### src/rtl/blood_abnormality_monitor_if.sv
// Sample/result bundle between the acquisition front end and the abnormality monitor.
// master drives samples and clears; slave is the monitor producing results and alarms.
interface blood_abnormality_monitor_if #(
    parameter int NUM_CH = 4,
    parameter int CH_W   = 2,
    parameter int PH_W   = 4,
    parameter int TYPE_W = 3
);
    logic              sampleValid;
    logic [CH_W-1:0]   sampleChannel;
    logic [PH_W-1:0]   bloodPH;
    logic [TYPE_W-1:0] bloodType;
    logic [NUM_CH-1:0] clearAlarm;
    logic              resultValid;
    logic              sampleAbnormal;
    logic              channelError;
    logic [NUM_CH-1:0] typeMismatch;
    logic [NUM_CH-1:0] bloodAbnormality;

    modport master (
        output sampleValid, sampleChannel, bloodPH, bloodType, clearAlarm,
        input  resultValid, sampleAbnormal, channelError, typeMismatch, bloodAbnormality
    );

    modport slave (
        input  sampleValid, sampleChannel, bloodPH, bloodType, clearAlarm,
        output resultValid, sampleAbnormal, channelError, typeMismatch, bloodAbnormality
    );
endinterface

### src/rtl/blood_abnormality_monitor.sv
// Multi-channel blood monitor: latches each channel's blood type, flags type changes and
// raises a sticky alarm after PERSIST consecutive out-of-window pH samples.
module blood_abnormality_monitor #(
    parameter int NUM_CH  = 4,
    parameter int CH_W    = 2,
    parameter int PH_W    = 4,
    parameter int TYPE_W  = 3,
    parameter int PH_LOW  = 7,
    parameter int PH_HIGH = 8,
    parameter int PERSIST = 3
) (
    input  logic clk,
    input  logic rst,
    blood_abnormality_monitor_if.slave bus
);
    localparam int CW = $clog2(PERSIST + 1);

    typedef enum logic [1:0] {IDLE, MONITOR, ALARM} state_e;

    logic ch_ok;
    logic abn;
    logic rv_q, abn_q, cerr_q;

    assign ch_ok = {1'b0, bus.sampleChannel} < (CH_W+1)'(NUM_CH);
    assign abn   = (bus.bloodPH < PH_W'(PH_LOW)) || (bus.bloodPH > PH_W'(PH_HIGH));

    always_ff @(posedge clk) begin
        if (rst) begin
            rv_q   <= 1'b0;
            abn_q  <= 1'b0;
            cerr_q <= 1'b0;
        end else begin
            rv_q   <= bus.sampleValid && ch_ok;
            abn_q  <= bus.sampleValid && ch_ok && abn;
            cerr_q <= bus.sampleValid && !ch_ok;
        end
    end

    assign bus.resultValid    = rv_q;
    assign bus.sampleAbnormal = abn_q;
    assign bus.channelError   = cerr_q;

    for (genvar c = 0; c < NUM_CH; c++) begin : g_ch
        state_e            state_q, state_d;
        logic [CW-1:0]     cnt_q, cnt_d, cnt_inc;
        logic [TYPE_W-1:0] type_q, type_d;
        logic              alarm_q, alarm_d;
        logic              mism_q, mism_d;
        logic              hit;

        assign hit     = bus.sampleValid && (bus.sampleChannel == CH_W'(c));
        assign cnt_inc = (cnt_q == CW'(PERSIST)) ? cnt_q : cnt_q + CW'(1);

        always_ff @(posedge clk) begin
            if (rst) begin
                state_q <= IDLE;
                cnt_q   <= '0;
                type_q  <= '0;
                alarm_q <= 1'b0;
                mism_q  <= 1'b0;
            end else begin
                state_q <= state_d;
                cnt_q   <= cnt_d;
                type_q  <= type_d;
                alarm_q <= alarm_d;
                mism_q  <= mism_d;
            end
        end

        always_comb begin
            state_d = state_q;
            cnt_d   = cnt_q;
            type_d  = type_q;
            alarm_d = alarm_q;
            mism_d  = mism_q;
            // A clear beats a same-cycle sample to this channel.
            if (bus.clearAlarm[c]) begin
                state_d = IDLE;
                cnt_d   = '0;
                alarm_d = 1'b0;
                mism_d  = 1'b0;
            end else if (hit) begin
                case (state_q)
                    IDLE: begin
                        type_d  = bus.bloodType;
                        cnt_d   = abn ? CW'(1) : '0;
                        state_d = MONITOR;
                        if (abn && PERSIST == 1) begin
                            alarm_d = 1'b1;
                            state_d = ALARM;
                        end
                    end
                    MONITOR: begin
                        if (bus.bloodType != type_q) begin
                            mism_d = 1'b1;
                        end else if (abn) begin
                            cnt_d = cnt_inc;
                            if (cnt_inc == CW'(PERSIST)) begin
                                alarm_d = 1'b1;
                                state_d = ALARM;
                            end
                        end else begin
                            cnt_d = '0;
                        end
                    end
                    ALARM: begin
                        // Alarm is held; the run length keeps tracking for visibility.
                        if (bus.bloodType != type_q) mism_d = 1'b1;
                        else                          cnt_d  = abn ? cnt_inc : '0;
                    end
                    default: state_d = IDLE;
                endcase
            end
        end

        assign bus.typeMismatch[c]     = mism_q;
        assign bus.bloodAbnormality[c] = alarm_q;
    end
endmodule
### src/flat_wrapper.sv
// flat-port wrapper written by rule: the top's interface ports become plain ports
module blood_abnormality_monitor_flat 
#(
    parameter int NUM_CH  = 4,
    parameter int CH_W    = 2,
    parameter int PH_W    = 4,
    parameter int TYPE_W  = 3,
    parameter int PH_LOW  = 7,
    parameter int PH_HIGH = 8,
    parameter int PERSIST = 3
)
  (clk, rst, bus_sampleValid, bus_sampleChannel, bus_bloodPH, bus_bloodType, bus_clearAlarm, bus_resultValid, bus_sampleAbnormal, bus_channelError, bus_typeMismatch, bus_bloodAbnormality);
  blood_abnormality_monitor_if #(.NUM_CH(NUM_CH), .CH_W(CH_W), .PH_W(PH_W), .TYPE_W(TYPE_W)) bus_i ();
  input  logic clk;
  input  logic rst;
  input wire logic [$bits(bus_i.sampleValid)-1:0] bus_sampleValid;
  input wire logic [$bits(bus_i.sampleChannel)-1:0] bus_sampleChannel;
  input wire logic [$bits(bus_i.bloodPH)-1:0] bus_bloodPH;
  input wire logic [$bits(bus_i.bloodType)-1:0] bus_bloodType;
  input wire logic [$bits(bus_i.clearAlarm)-1:0] bus_clearAlarm;
  output wire logic [$bits(bus_i.resultValid)-1:0] bus_resultValid;
  output wire logic [$bits(bus_i.sampleAbnormal)-1:0] bus_sampleAbnormal;
  output wire logic [$bits(bus_i.channelError)-1:0] bus_channelError;
  output wire logic [$bits(bus_i.typeMismatch)-1:0] bus_typeMismatch;
  output wire logic [$bits(bus_i.bloodAbnormality)-1:0] bus_bloodAbnormality;
  assign bus_i.sampleValid = bus_sampleValid;
  assign bus_i.sampleChannel = bus_sampleChannel;
  assign bus_i.bloodPH = bus_bloodPH;
  assign bus_i.bloodType = bus_bloodType;
  assign bus_i.clearAlarm = bus_clearAlarm;
  assign bus_resultValid = bus_i.resultValid;
  assign bus_sampleAbnormal = bus_i.sampleAbnormal;
  assign bus_channelError = bus_i.channelError;
  assign bus_typeMismatch = bus_i.typeMismatch;
  assign bus_bloodAbnormality = bus_i.bloodAbnormality;
  blood_abnormality_monitor #(.NUM_CH(NUM_CH), .CH_W(CH_W), .PH_W(PH_W), .TYPE_W(TYPE_W), .PH_LOW(PH_LOW), .PH_HIGH(PH_HIGH), .PERSIST(PERSIST)) u_core (.clk(clk), .rst(rst), .bus(bus_i));
endmodule
### config.mk
export PLATFORM = sky130hd
export DESIGN_NAME = blood_abnormality_monitor_flat
export DESIGN_NICKNAME = d
export VERILOG_FILES = /design/src/rtl/blood_abnormality_monitor_if.sv /design/src/rtl/blood_abnormality_monitor.sv /design/src/flat_wrapper.sv
export SDC_FILE = /design/constraint.sdc
export NUM_CORES = 1
export LEC_CHECK = 0
export BUFFER_PORTS_ARGS = -buffer_cell sky130_fd_sc_hd__buf_2
export CAP_MARGIN = 20
export CORE_ASPECT_RATIO = 0.9
export CORE_MARGIN = 2
export CORE_UTILIZATION = 58
export DETAILED_ROUTE_END_ITERATION = 12
export PLACE_DENSITY = 0.83
export SLEW_MARGIN = 25
export SYNTH_ARGS = -nofsm -noshare
export SYNTH_HDL_FRONTEND = slang
export SYNTH_SLANG_ARGS = --single-unit
export TNS_END_PERCENT = 5
### constraint.sdc
create_clock -name clk -period 1.9 [get_ports clk]
set_input_delay 0.57 -clock clk [delete_from_list [all_inputs] [get_ports clk]]
set_output_delay 0.57 -clock clk [all_outputs]
set_load 0.01 [all_outputs]
==> results.yml <==
final_layout:
  layout.cells.non_filler: 306
  diodes: 0
  area_growth_pct: 8.01
  drive_gt1_share_pct: 18.8
  nNetsFinal: 291
  final_cell_mix: "38 x dfxtp_1, 25 x buf_2, 21 x nor2_1, 18 x nand2_1"
  final_util_pct: 64.7
  layout_commonest_cell: "dfxtp_1"
setup_path:
  cp.required_ns: 2.13
  critPathKind: "flip-flop to flip-flop"
  ff2ff_path_depth: 6
  crit_path_end_kind: "flip-flop"
  startpoint: "u_core.g_ch[1].state_q[0]"
  crit_path_end: "u_core.g_ch[1].state_q[0]"
  r2r-start: "u_core.g_ch[1].state_q[0]"
  reg2reg_to: "u_core.g_ch[1].state_q[0]"
  crit_fanout: 3
  r2r_setup_slack_ns: 0.16
  arrival_ns: 1.97
  startpoint_type: "flip-flop"
route:
  drt_iter0_markers: 130
  drt-vias-per-instance: 5.85
  vias: 1791
  wl_um: 4520
  wire_per_inst_um: 14.8
  antenna_left: 0
  drt_first_pass_iters: 4
  drc: 0
min_path:
  hp-start: "u_core.g_ch[3].alarm_q"
  hold_class: "flip-flop to flip-flop"
sta:
  finalCriticalPeriod_ns: 1.74
  final_max_slew_viol_count: 0
  fmax_mhz: 574
  finalClockSkew_ns: 0.00745
  rsz0062_at_grt: "no"
  hold_violations: 0
  setup_viol: 0
  timing.final.crit_share_pct: 91.6
  final.setup.tns_ns: 0
synthesis:
  synth_mux_area_share_pct: 7.27
  synth_compound_area_share_pct: 12.9
  synth_seq_cells: 38
  synth_top_family_by_area: "simple AND/OR/NAND/NOR gates"
  synth_xor_area_share_pct: 4.77
  yosys.area_share.simple_pct: 22.9
  postSynthAreaPerCell_um2: 9.07
  seq_area_frac_synth_pct: 34.5
  ys_warn_count: 0
  syn_area_mm2: 0.00220
  ys_types: 42
  syn_nets: 275
  yosys.area_share.adder_pct: 9.09
  syn_inst: 243
floorplan:
  dieArea_mm2: 0.00431
  core_area_mm2: 0.00368
  floorplan.initialDensity_pct: 59.9
  die_y_um: 62.5
  ios: 27
  num_rows: 21
  die_w_um: 69.0
clocking:
  clk_root_buffer_cell: "clkbuf_8"
  clk_pin_slew_worst_paths_ns: 0.07
  ctsResizeCount: 0
  post_cts_buffers: 0
  clock-sinks: 38
  holdBufCountCts: 0
  cts_max_level: 2
  cts_tree: "built"
  clockBufferDepth: 2
  clock_latency_ns: 0.30
  cts_made_buffers: 5
global_routing:
  antenna_found_initial: 0
  grt_pass1_vias: 1651
  grt_pass1_wl_um: 7430
  grt_usage_pct: 23.0
  grt-ovfl-total: 0
  grt_max_degree: 22
job:
  cap_violations: 0
place:
  gp_congestion: 0.797
  io_buffers: 25
  hpwl_um: 3340
  dp.cells: 298
power:
  peakVddDrop_v: 0.000511
  p_leak_nw: 0.950
  power_density_mw_per_mm2: 657
run_status:
  status: "finished, final reports clean"
critical path, cell delays in order, from the launching register on:
cell and delay (ns):
dfxtp_1 0.38, inv_1 0.10, ha_1 0.21, nor4bb_1 0.42, nand4_1 0.18, o21ai_1 0.20
mux2i_1 0.20
sequential cells by signal (all words and copies together) (netlist names):
name / count
u_core.bus.resultValid: 1
u_core.bus.sampleAbnormal: 1
u_core.g_ch.alarm_q: 4
u_core.g_ch.cnt_q: 8
u_core.g_ch.mism_q: 4
u_core.g_ch.state_q: 8
u_core.g_ch.type_q: 12
layer usage:
layer	part of all wire, %	GRT usage (%)
met1	47	30.1
met2	45	35.2
met5	0	0
met3	6.1	6.31
met4	1.6	9.31
cell usage after synthesis (all sizes together):
master,count,area (um2)
a21bo,4,40.0
a21oi,4,23.8
a311oi,4,35.0
a31oi,8,50.1
a41o,4,40.0
and2,1,8.76
and3,4,25.0
and3b,5,43.8
and4b,1,10.0
and4bb,1,12.5
buf,20,135
clkbuf,2,7.51
conb,1,3.75
dfxtp,38,761
ha,16,200
inv,11,41.3
mux2i,16,160
nand2,18,67.6
nand2b,4,25.0
nand3,8,40.0
nand3b,1,7.51
nand4,7,43.8
nand4b,1,8.76
nor2,21,78.8
nor2b,5,31.3
nor3,1,5.00
nor3b,1,12.5
nor4,3,18.8
nor4b,2,17.5
nor4bb,1,10.0
o2111ai,1,15.0
o211a,2,20.0
o21a,4,30.0
o21ai,6,30.0
or2,4,25.0
or4b,1,13.8
xnor2,12,105
power by group:
group          switching (mW)  total [mW]  leakage (nW)  internal, mW
Combinational           0.104       0.176         0.594        0.0719
Sequential            0.00732       0.815         0.307         0.808
Clock                   0.280       0.572        0.0482         0.293
stage by stage:
step	cell area [um2]	hold slack [ns]	worst slack (ns)	power, mW
after floorplan	2200	0.438	0.140	0.956
after global placement	2290	0.444	0.0797	1.00
after detailed placement	2290	0.449	0.0522	1.01
after CTS	2380	0.466	0.191	1.58
after global routing	2380	0.495	0.00239	1.63
final	2380	0.465	0.159	1.56
how the worst min path moves through the flow:
stage                                   to  depth (start not counted)  slack (ns)
finish              u_core.g_ch[3].alarm_q                          1        0.46
global route         u_core.g_ch[0].mism_q                          2        0.50
CTS                 u_core.g_ch[3].alarm_q                          1        0.47
detailed placement  u_core.g_ch[3].alarm_q                          1        0.45
global placement    u_core.g_ch[3].alarm_q                          1        0.44
floorplan            u_core.g_ch[0].mism_q                          2        0.44
cell type report:
| cell class | count | area, um2 |
|---|---|---|
| fill | 320 | 1300 |
| multi-input combinational | 172 | 1260 |
| sequential | 38 | 761 |
| timing repair buffer | 31 | 170 |
| clock buffer | 7 | 86.3 |
| tap | 46 | 57.6 |
| inverter | 11 | 41.3 |
| clock inverter | 1 | 5.00 |
cell families after synthesis:
family	count (synthesis)
AOI/OAI and AO/OA	37
xor gates and xnor gates	12
adders and majority gates	16
buffers and inverters	33
DFF	38
muxes	16
other	1
and+or+nand+nor	90
Power figures use the tool's default switching activity.
